==> src/rtl/lsu_bus_if.sv <==
// Core-request and memory-bus signal bundle for lsu_bus.
// master: the load/store unit itself; slave: the core plus memory side.
interface lsu_bus_if #(
    parameter int XLEN = 32
);
    localparam int NB = XLEN / 8;

    logic            ReqValid;
    logic            ReqWrite;
    logic [2:0]      Funct3;
    logic [XLEN-1:0] Adr;
    logic [XLEN-1:0] WriteData;
    logic            Stall;
    logic [XLEN-1:0] LoadResult;
    logic            LoadValid;
    logic            Fault;
    logic            BusValid;
    logic            BusWrite;
    logic [XLEN-1:0] BusAdr;
    logic [NB-1:0]   BusByteEn;
    logic [XLEN-1:0] BusWData;
    logic            BusReady;
    logic [XLEN-1:0] BusRData;

    modport master (
        input  ReqValid, ReqWrite, Funct3, Adr, WriteData, BusReady, BusRData,
        output Stall, LoadResult, LoadValid, Fault,
        output BusValid, BusWrite, BusAdr, BusByteEn, BusWData
    );

    modport slave (
        output ReqValid, ReqWrite, Funct3, Adr, WriteData, BusReady, BusRData,
        input  Stall, LoadResult, LoadValid, Fault,
        input  BusValid, BusWrite, BusAdr, BusByteEn, BusWData
    );
endinterface

==> src/rtl/lsu_bus.sv <==
// Load/store unit: turns one core memory request into one or two aligned bus beats.
// Define LSU_BUS_MISALIGN_EN to split boundary-crossing accesses; otherwise they fault.
module lsu_bus #(
    parameter int XLEN = 32
) (
    input logic       clk,
    input logic       reset,
    lsu_bus_if.master bus
);
    localparam int NB = XLEN / 8;
    localparam int OW = $clog2(NB);

    typedef enum logic [1:0] {IDLE, ACC0, ACC1, RESP} state_e;

    state_e            state_q, state_d;
    logic [2:0]        f3_q, f3_d;
    logic [OW-1:0]     off_q, off_d;
    logic              write_q, write_d;
    logic              cross_q, cross_d;
    logic [NB-1:0]     be1_q, be1_d;
    logic [XLEN-1:0]   wd1_q, wd1_d;
    logic [XLEN-1:0]   rbuf_q, rbuf_d;
    logic [XLEN-1:0]   result_q, result_d;
    logic              bus_write_q, bus_write_d;
    logic [XLEN-1:0]   bus_adr_q, bus_adr_d;
    logic [NB-1:0]     bus_be_q, bus_be_d;
    logic [XLEN-1:0]   bus_wdata_q, bus_wdata_d;

    logic              stall, fault, load_valid, bus_valid;
    logic              req_legal, req_misalign, req_cross;
    logic [OW-1:0]     req_off;
    logic [2*NB-1:0]   req_lanes;
    logic [2*XLEN-1:0] req_data;
    logic [2*XLEN-1:0] merged;
    logic [XLEN-1:0]   aligned;

    function automatic logic [XLEN-1:0] size_mask(input logic [1:0] sz);
        logic [XLEN-1:0] m;
        m = '0;
        for (int unsigned i = 0; i < NB; i++)
            if (i < (32'd1 << sz)) m[8*i +: 8] = 8'hFF;
        return m;
    endfunction

    function automatic logic is_legal(input logic wr, input logic [2:0] f3);
        if (wr) return (f3[2] == 1'b0) && ((f3[1:0] != 2'b11) || (XLEN == 64));
        return (f3 != 3'b111) && (((f3 != 3'b011) && (f3 != 3'b110)) || (XLEN == 64));
    endfunction

    function automatic logic [XLEN-1:0] extend(input logic [XLEN-1:0] d, input logic [2:0] f3);
        logic [XLEN-1:0] r;
        logic            sgn;
        int unsigned     nbits;
        nbits = 32'd8 << f3[1:0];
        if (nbits > XLEN) nbits = XLEN;
        sgn = !f3[2] && d[nbits-1];
        for (int unsigned i = 0; i < XLEN; i++) r[i] = (i < nbits) ? d[i] : sgn;
        return r;
    endfunction

    always_comb begin
        req_off   = bus.Adr[OW-1:0];
        req_lanes = '0;
        for (int unsigned i = 0; i < NB; i++)
            req_lanes[i] = (i < (32'd1 << bus.Funct3[1:0]));
        req_lanes = req_lanes << req_off;
        req_data  = {{XLEN{1'b0}}, bus.WriteData & size_mask(bus.Funct3[1:0])} << {req_off, 3'b000};
        req_legal = is_legal(bus.ReqWrite, bus.Funct3);
`ifdef LSU_BUS_MISALIGN_EN
        req_misalign = 1'b0;
        req_cross    = |req_lanes[2*NB-1:NB];
`else
        req_misalign = |(req_off & OW'((32'd1 << bus.Funct3[1:0]) - 32'd1));
        req_cross    = 1'b0;
`endif
        // Beat-0 bytes sit in rbuf_q; beat 1 supplies the upper half of the window.
        merged  = (state_q == ACC1) ? {bus.BusRData, rbuf_q} : {{XLEN{1'b0}}, bus.BusRData};
        aligned = XLEN'(merged >> {off_q, 3'b000});
    end

    always_comb begin
        state_d     = state_q;
        f3_d        = f3_q;
        off_d       = off_q;
        write_d     = write_q;
        cross_d     = cross_q;
        be1_d       = be1_q;
        wd1_d       = wd1_q;
        rbuf_d      = rbuf_q;
        result_d    = result_q;
        bus_write_d = bus_write_q;
        bus_adr_d   = bus_adr_q;
        bus_be_d    = bus_be_q;
        bus_wdata_d = bus_wdata_q;
        stall       = 1'b0;
        fault       = 1'b0;
        load_valid  = 1'b0;
        bus_valid   = 1'b0;
        case (state_q)
            IDLE: begin
                // reset gating keeps the combinational outputs quiet while held in reset
                if (bus.ReqValid && reset) begin
                    if (!req_legal || req_misalign) begin
                        fault = 1'b1;
                    end else begin
                        stall       = 1'b1;
                        f3_d        = bus.Funct3;
                        off_d       = req_off;
                        write_d     = bus.ReqWrite;
                        cross_d     = req_cross;
                        be1_d       = req_lanes[2*NB-1:NB];
                        wd1_d       = req_data[2*XLEN-1:XLEN];
                        bus_write_d = bus.ReqWrite;
                        bus_adr_d   = {bus.Adr[XLEN-1:OW], {OW{1'b0}}};
                        bus_be_d    = req_lanes[NB-1:0];
                        bus_wdata_d = req_data[XLEN-1:0];
                        state_d     = ACC0;
                    end
                end
            end
            ACC0: begin
                stall     = 1'b1;
                bus_valid = 1'b1;
                if (bus.BusReady) begin
                    if (cross_q) begin
                        rbuf_d      = bus.BusRData;
                        bus_adr_d   = bus_adr_q + XLEN'(NB);
                        bus_be_d    = be1_q;
                        bus_wdata_d = wd1_q;
                        state_d     = ACC1;
                    end else begin
                        result_d = write_q ? '0 : extend(aligned, f3_q);
                        state_d  = RESP;
                    end
                end
            end
            ACC1: begin
                stall     = 1'b1;
                bus_valid = 1'b1;
                if (bus.BusReady) begin
                    result_d = write_q ? '0 : extend(aligned, f3_q);
                    state_d  = RESP;
                end
            end
            RESP: begin
                load_valid = 1'b1;
                state_d    = IDLE;
            end
            default: state_d = IDLE;
        endcase
    end

    always_ff @(posedge clk or negedge reset) begin
        if (!reset) begin
            state_q     <= IDLE;
            f3_q        <= '0;
            off_q       <= '0;
            write_q     <= 1'b0;
            cross_q     <= 1'b0;
            be1_q       <= '0;
            wd1_q       <= '0;
            rbuf_q      <= '0;
            result_q    <= '0;
            bus_write_q <= 1'b0;
            bus_adr_q   <= '0;
            bus_be_q    <= '0;
            bus_wdata_q <= '0;
        end else begin
            state_q     <= state_d;
            f3_q        <= f3_d;
            off_q       <= off_d;
            write_q     <= write_d;
            cross_q     <= cross_d;
            be1_q       <= be1_d;
            wd1_q       <= wd1_d;
            rbuf_q      <= rbuf_d;
            result_q    <= result_d;
            bus_write_q <= bus_write_d;
            bus_adr_q   <= bus_adr_d;
            bus_be_q    <= bus_be_d;
            bus_wdata_q <= bus_wdata_d;
        end
    end

    assign bus.Stall      = stall;
    assign bus.Fault      = fault;
    assign bus.LoadValid  = load_valid;
    assign bus.LoadResult = result_q;
    assign bus.BusValid   = bus_valid;
    assign bus.BusWrite   = bus_write_q;
    assign bus.BusAdr     = bus_adr_q;
    assign bus.BusByteEn  = bus_be_q;
    assign bus.BusWData   = bus_wdata_q;
endmodule
==> src/flat_wrapper.sv <==
// flat-port wrapper written by rule: the top's interface ports become plain ports
module lsu_bus_flat 
#(
    parameter int XLEN = 32
)
  (clk, reset, bus_ReqValid, bus_ReqWrite, bus_Funct3, bus_Adr, bus_WriteData, bus_BusReady, bus_BusRData, bus_Stall, bus_LoadResult, bus_LoadValid, bus_Fault, bus_BusValid, bus_BusWrite, bus_BusAdr, bus_BusByteEn, bus_BusWData);
  lsu_bus_if #(.XLEN(XLEN)) bus_i ();
  input logic clk;
  input logic reset;
  input wire logic [$bits(bus_i.ReqValid)-1:0] bus_ReqValid;
  input wire logic [$bits(bus_i.ReqWrite)-1:0] bus_ReqWrite;
  input wire logic [$bits(bus_i.Funct3)-1:0] bus_Funct3;
  input wire logic [$bits(bus_i.Adr)-1:0] bus_Adr;
  input wire logic [$bits(bus_i.WriteData)-1:0] bus_WriteData;
  input wire logic [$bits(bus_i.BusReady)-1:0] bus_BusReady;
  input wire logic [$bits(bus_i.BusRData)-1:0] bus_BusRData;
  output wire logic [$bits(bus_i.Stall)-1:0] bus_Stall;
  output wire logic [$bits(bus_i.LoadResult)-1:0] bus_LoadResult;
  output wire logic [$bits(bus_i.LoadValid)-1:0] bus_LoadValid;
  output wire logic [$bits(bus_i.Fault)-1:0] bus_Fault;
  output wire logic [$bits(bus_i.BusValid)-1:0] bus_BusValid;
  output wire logic [$bits(bus_i.BusWrite)-1:0] bus_BusWrite;
  output wire logic [$bits(bus_i.BusAdr)-1:0] bus_BusAdr;
  output wire logic [$bits(bus_i.BusByteEn)-1:0] bus_BusByteEn;
  output wire logic [$bits(bus_i.BusWData)-1:0] bus_BusWData;
  assign bus_i.ReqValid = bus_ReqValid;
  assign bus_i.ReqWrite = bus_ReqWrite;
  assign bus_i.Funct3 = bus_Funct3;
  assign bus_i.Adr = bus_Adr;
  assign bus_i.WriteData = bus_WriteData;
  assign bus_i.BusReady = bus_BusReady;
  assign bus_i.BusRData = bus_BusRData;
  assign bus_Stall = bus_i.Stall;
  assign bus_LoadResult = bus_i.LoadResult;
  assign bus_LoadValid = bus_i.LoadValid;
  assign bus_Fault = bus_i.Fault;
  assign bus_BusValid = bus_i.BusValid;
  assign bus_BusWrite = bus_i.BusWrite;
  assign bus_BusAdr = bus_i.BusAdr;
  assign bus_BusByteEn = bus_i.BusByteEn;
  assign bus_BusWData = bus_i.BusWData;
  lsu_bus #(.XLEN(XLEN)) u_core (.clk(clk), .reset(reset), .bus(bus_i));
endmodule
==> config.mk <==
export PLATFORM = sky130hd
export DESIGN_NAME = lsu_bus_flat
export DESIGN_NICKNAME = d
export VERILOG_FILES = /design/src/rtl/lsu_bus_if.sv /design/src/rtl/lsu_bus.sv /design/src/flat_wrapper.sv
export SDC_FILE = /design/constraint.sdc
export NUM_CORES = 1
export LEC_CHECK = 0
export BUFFER_PORTS_ARGS = -buffer_cell sky130_fd_sc_hd__buf_2
export CAP_MARGIN = 0
export CORE_UTILIZATION = 28
export DETAILED_ROUTE_END_ITERATION = 8
export GPL_ROUTABILITY_DRIVEN = 1
export SYNTH_ARGS = -nofsm -noshare
export SYNTH_HDL_FRONTEND = slang
export SYNTH_SLANG_ARGS = --single-unit
==> constraint.sdc <==
create_clock -name clk -period 3.1 [get_ports clk]
set_input_delay 0.155 -clock clk [delete_from_list [all_inputs] [get_ports clk]]
set_output_delay 0.155 -clock clk [all_outputs]
set_load 0.02 [all_outputs]
# Word-level counts from Yosys, hierarchy flattened

Index checks and enable logic that the tools add are counted.

Register bits after elaboration: 108
Word-level logic and storage cells: 227
Input port bits: 104

Multiplexer cells: 106
Magnitude comparators: 71
Shifts and indexed selects: 5
Add/subtract/negate cells: 3
Eq/ne operators: 11
Reduce and logical (&&, ||, !) cells: 18
Bitwise gates (word level): 5

Operator list:

| kind                  | number |
|---|---|
| $lt 5x32->1 const A   | 32 |
| $lt 4x32->1 const A   | 16 |
| $mux 32               | 14 |
| $lt 3x32->1 const A   | 8 |
| $lt 1x32->1 const A   | 6 |
| $lt 2x32->1 const A   | 6 |
| $mux 1                | 76 |
| $lt 32x6->1 const B   | 2 |
| $mux 64               | 1 |
| $pmux 32 s2           | 1 |
| $shr 64x5->32         | 1 |
| $sub 32x1->32 const B | 2 |
| $and 32x32->32        | 1 |
| $gt 32x6->1 const B   | 1 |
| $mux 8                | 4 |
| $shl 1x2->32 const A  | 1 |
| $shl 32x5->32         | 1 |
| $shl 4x2->32 const A  | 1 |
| $mux 4                | 3 |
| $bmux 1 s5            | 2 |
| $ne 2x2->1 const B    | 4 |
| $logic_and 1x1->1     | 6 |
| $mux 2                | 3 |
| $ne 3x3->1 const B    | 2 |
| other kinds (18)      | 25 |

# Logic depth before layout (Yosys ltp)

Depth in word-level cells: 13
Mapped depth: 8
Mapped depth without buffers: 6

# Worst setup path before layout

Ideal clock, no wire load.

Path kind: register -> register
Start: register u_core.state_q[0]
End: register u_core.result_q[23] (netlist: u_core.bus.LoadResult[23])
Clock period less this slack: 1.889 ns
Data arrival time: 1.815 ns
Path buffers: 1
Cell stages (with the launch flop): 8
Library setup time: 0.074 ns
Required time: 3.026 ns
Slack: 1.211 ns
Path through: dfrtp_1 -> inv_1 -> ha_1 -> or4bb_1 -> o2111ai_1 -> o311ai_4 -> buf_6 -> o21ai_2

Word-level cells in the longest chain between the ends: 10
Elaborated cells on any way between the ends: 21
Those cells by class: 4 x eq/ne; 1 x shift; 12 x mux; 4 x reduce/logical

RTL lines:

| item                              | line                           | RTL |
|---|---|---|
| start, declared                   | lsu_bus.sv:15                  | `state_e state_q, state_d;` |
| start signal, assigned            | lsu_bus.sv:169                 | `state_q <= state_d;` |
| $eq 2x2->1                        | lsu_bus.sv:77, lsu_bus.sv:99   |  |
| $mux 64                           | lsu_bus.sv:77                  | `merged = (state_q == ACC1) ? {bus.BusRData, rbuf_q} : {{XLEN{1'b0}}, bus.BusRData};` |
| $shr 64x5->32                     | lsu_bus.sv:78                  | `aligned = XLEN'(merged >> {off_q, 3'b000});` |
| $bmux 1 s5                        | lsu_bus.sv:56                  | `sgn = !f3[2] && d[nbits-1];` |
| $mux 1 (not written as such)      | lsu_bus.sv:56                  |  |
| $logic_and 1x1->1                 | lsu_bus.sv:56                  |  |
| $mux 1                            | lsu_bus.sv:57                  | `for (int unsigned i = 0; i < XLEN; i++) r[i] = (i < nbits) ? d[i] : sgn;` |
| $mux 32, on equally long branches | lsu_bus.sv:141, lsu_bus.sv:132 |  |
| $mux 32, on equally long branches | lsu_bus.sv:140, lsu_bus.sv:124 |  |
| $pmux 32 s2                       | lsu_bus.sv:99                  | `case (state_q)` |
| end signal, assigned              | lsu_bus.sv:177                 | `result_q <= result_d;` |
| end, declared                     | lsu_bus.sv:23                  | `logic [XLEN-1:0] result_q, result_d;` |

Several ways; a longest one is shown, not always the timed one. The select of a mux whose other input is x is not followed.
A chain may end at the register's enable or synchronous reset.

# Final worst setup path

Start: register u_core.state_q[0]
End: register u_core.result_q[16] (netlist: u_core.bus.LoadResult[16])

Same word-level chain as after synthesis.

==> results_dict.tcl <==
set metrics [dict create \
    finalCritPeriodShare_pct 87.50 \
    sw_frac_of_total_pct 43.34 \
    drive_gt1_share_pct 41.54 \
    cp.arrival_ns 2.89 \
    finClkSkew_ns 0.01079 \
    slew_viol_final 0 \
    path_delay_family "compound AO/OA/AOI/OAI gates" \
    synth_async_sr_flop_share_pct 100.0 \
    fmax_mhz 368.6 \
    combPwrFrac_pct 48.8 \
    ys_warn_count 0 \
    synth_area_leader_cell "dfrtp_1" \
    finalNetCount 832 \
    clkLatencyLatePin_ns 0.35 \
    vias 4882 \
    maxCapViolCount 0 \
    setup_viol 0 \
    dp_hpwl_um 12470 \
    intPower_w 0.003967 \
    postCtsSetupBuffers 0 \
    synth_cell_types 47 \
    clock-sinks 106 \
    crit_slowest_cell "o311ai_4" \
    relSlewSlack_pct 35.61 \
    power.density_nw_per_um2 976.1 \
    globalRoute.totalOverflow 0 \
    ioPinCount 209 \
    cts_buffers 9 \
    final_area_um2 7174 \
    tightest_slew_ns 0.9635 \
    netlist_area_um2 5612 \
    tns_ns 0 \
    die_y_um 143.6 \
    synth-main-ff-cell "dfrtp_1" \
    ctsHoldBuffers 1 \
    cp.required_ns 3.28 \
    switching_power_w 0.003035 \
    start_kind "flop" \
    cts_root_buffer "clkbuf_16" \
    cts_tree "built" \
    ir_drop_uv 315.8 \
    synth-edff-count 0 \
    power.share.clock_pct 17.2 \
    critical_path.max_fanout 20 \
    drtPass1Iterations 5 \
    max_stage_delay_ns 0.83 \
    crit_buf_inv 1 \
    rsz0062_at_grt "no" \
    outcome "completed" \
    grt_pass1_vias 4634 \
    crit_chain "inv_1, ha_1, or3b_4, a211oi_4, o311ai_4, o21ai_0" \
    sequentialPowerShare_pct 34.1 \
    track_usage_pct 16.21 \
    postRouteAntennaNets 0 \
    synth-seq-cells 106 \
    coreArea_um2 19530 \
    die_w_um 143.6 \
    wl_um 17240 \
    end_kind "flop" \
    fin_util_pct 36.74 \
    routedWlPerCell_um 17.33 \
    die_area_um2 20610 \
    htreeDepth 3 \
    cts_max_path_buffers 2 \
    antenna_found_initial 1 \
    io_buffers 206 \
    hold_viol 0 \
    synthTopCellsByCount "dfrtp_1 (106), nand2_1 (77), o21ai_0 (57)" \
    p_total_w 0.007003 \
    grt_pass1_wl_um 25310 \
    start_util_pct 28.74 \
    cts.reportedPaths.clkPinSlew_ns 0.07 \
    hp-class "input pin to flop" \
    drtIter0Drc 396 \
    grt_max_degree 66 \
    synth_area_leaders "dfrtp_1 (47%), mux2_4 (8.0%), nand2_1 (5.2%), o21ai_0 (5.1%), mux2i_1 (5.0%)" \
    leakage_nw 3.630 \
    yosysTopAreaCellShare_pct 47.27 \
    yosysMostFrequentCell "dfrtp_1" \
    gp_congestion 0.9009 \
    placed_area_um2 6852 \
    drc_errors 0 \
    synth_area_per_cell_um2 10.43 \
    placementRows 51 \
    critPathKind "flop to flop" \
    period_minus_slack_ns 2.713 \
    seq_area_frac_synth_pct 47.27 \
    syn_inst 538 \
    vias_per_cell 4.907 \
    areaGrowthSynthToFinish_pct 27.85 \
    post_cts_resize_count 0 \
]
-- metal layers --
metal	part of all wire, %	track usage (%)
met1	45	21.97
met2	47	24.68
met3	6.5	3.466
met4	2.1	7.279
met5	0	0
-- power by group through the flow --
| stage | sequential, W | clock [W] | combinational [W] |
|---|---|---|---|
| finish | 0.00238 | 0.00120 | 0.00342 |
| global route | 0.00247 | 0.00131 | 0.00370 |
| CTS | 0.00239 | 0.00123 | 0.00343 |
| detailed placement | 0.00241 | 0 | 0.00342 |
| global placement | 0.00240 | 0 | 0.00340 |
| floorplan | 0.00295 | 0 | 0.00175 |
-- worst reg2reg max path, cell delays in order (launching register included) --
cell and delay, ns:
dfrtp_1 0.42, inv_1 0.14, ha_1 0.60, or3b_4 0.27, a211oi_4 0.06, o311ai_4 0.83
o21ai_0 0.23
-- logic make-up (layout without fill, tap and decap cells) --
logic type               count (synthesis)  in the layout  share of synthesized area [%]
buffers and inverters                   51            239                          4.526
AO/OA/AOI/OAI                          168            168                          20.98
AND/OR/NAND/NOR                        142            142                          11.59
adder cells (fa/ha/maj)                  6              6                          1.338
other                                    1              5                        0.06683
multiplexers                            64             64                          14.23
flip-flops                             106            106                          47.27
-- sequential cells by signal, summed over array words and instances (netlist names) --
signal and flops:
u_core.bus.BusWData 32, u_core.bus.LoadResult 32, u_core.bus.BusAdr 30, u_core.bus.BusByteEn 4, u_core.f3_q 3, u_core.off_q 2, u_core.state_q 2, u_core.write_q 1
-- path summary, 6_finish.rpt --
kind | cells after the start | endpoint | slack [ns] | startpoint
hold / removal | 2 | u_core.bus.BusAdr[26] | 0.03 | bus_Adr[26]
hold reg to reg | 2 | u_core.bus.BusWData[7] | 0.48 | u_core.bus.BusWData[7]
max in group asynchronous | 3 | u_core.bus.LoadResult[5] | 1.87 | reset
setup reg to reg | 6 | u_core.bus.LoadResult[16] | 0.39 | u_core.state_q[0]
setup / recovery | 6 | u_core.bus.LoadResult[16] | 0.39 | u_core.state_q[0]
min in group asynchronous | 3 | u_core.bus.BusAdr[21] | 0.52 | reset
-- per-stage QoR --
step	hold slack, ns	setup WS, ns	instances
6_report	0.03271	0.3874	995
5_1_grt	0.02030	0.1433	992
4_1_cts	0.01812	0.3991	992
3_5_place_dp	0.3312	0.4001	975
3_3_place_gp	0.3356	0.4623	975
2_1_floorplan	-0.1406	1.211	539
-- cell type report --
type / count / area (µm²)
fillers: 2059 / 12350
multi-input cells: 382 / 2724
flip-flops and latches: 106 / 2653
repair buffers: 217 / 1131
well taps: 265 / 331.6
clock buffers: 11 / 242.7
clock inverters: 5 / 62.56
inverters: 6 / 22.52
diodes: 3 / 7.507
-- placed cells by master (no fill, tap or decap), drive strengths merged, types with 9 or more instances in the layout --
cell type,netlist,layout
buf,22,216
dfrtp,106,106
nand2,77,77
o21ai,69,69
mux2,36,36
mux2i,28,28
nor2,27,27
a21oi,19,19
nand3,17,17
clkbuf,23,11
a32o,9,9
o31ai,9,9
o22ai,9,9
No activity file was read; power rests on OpenSTA's default activity.
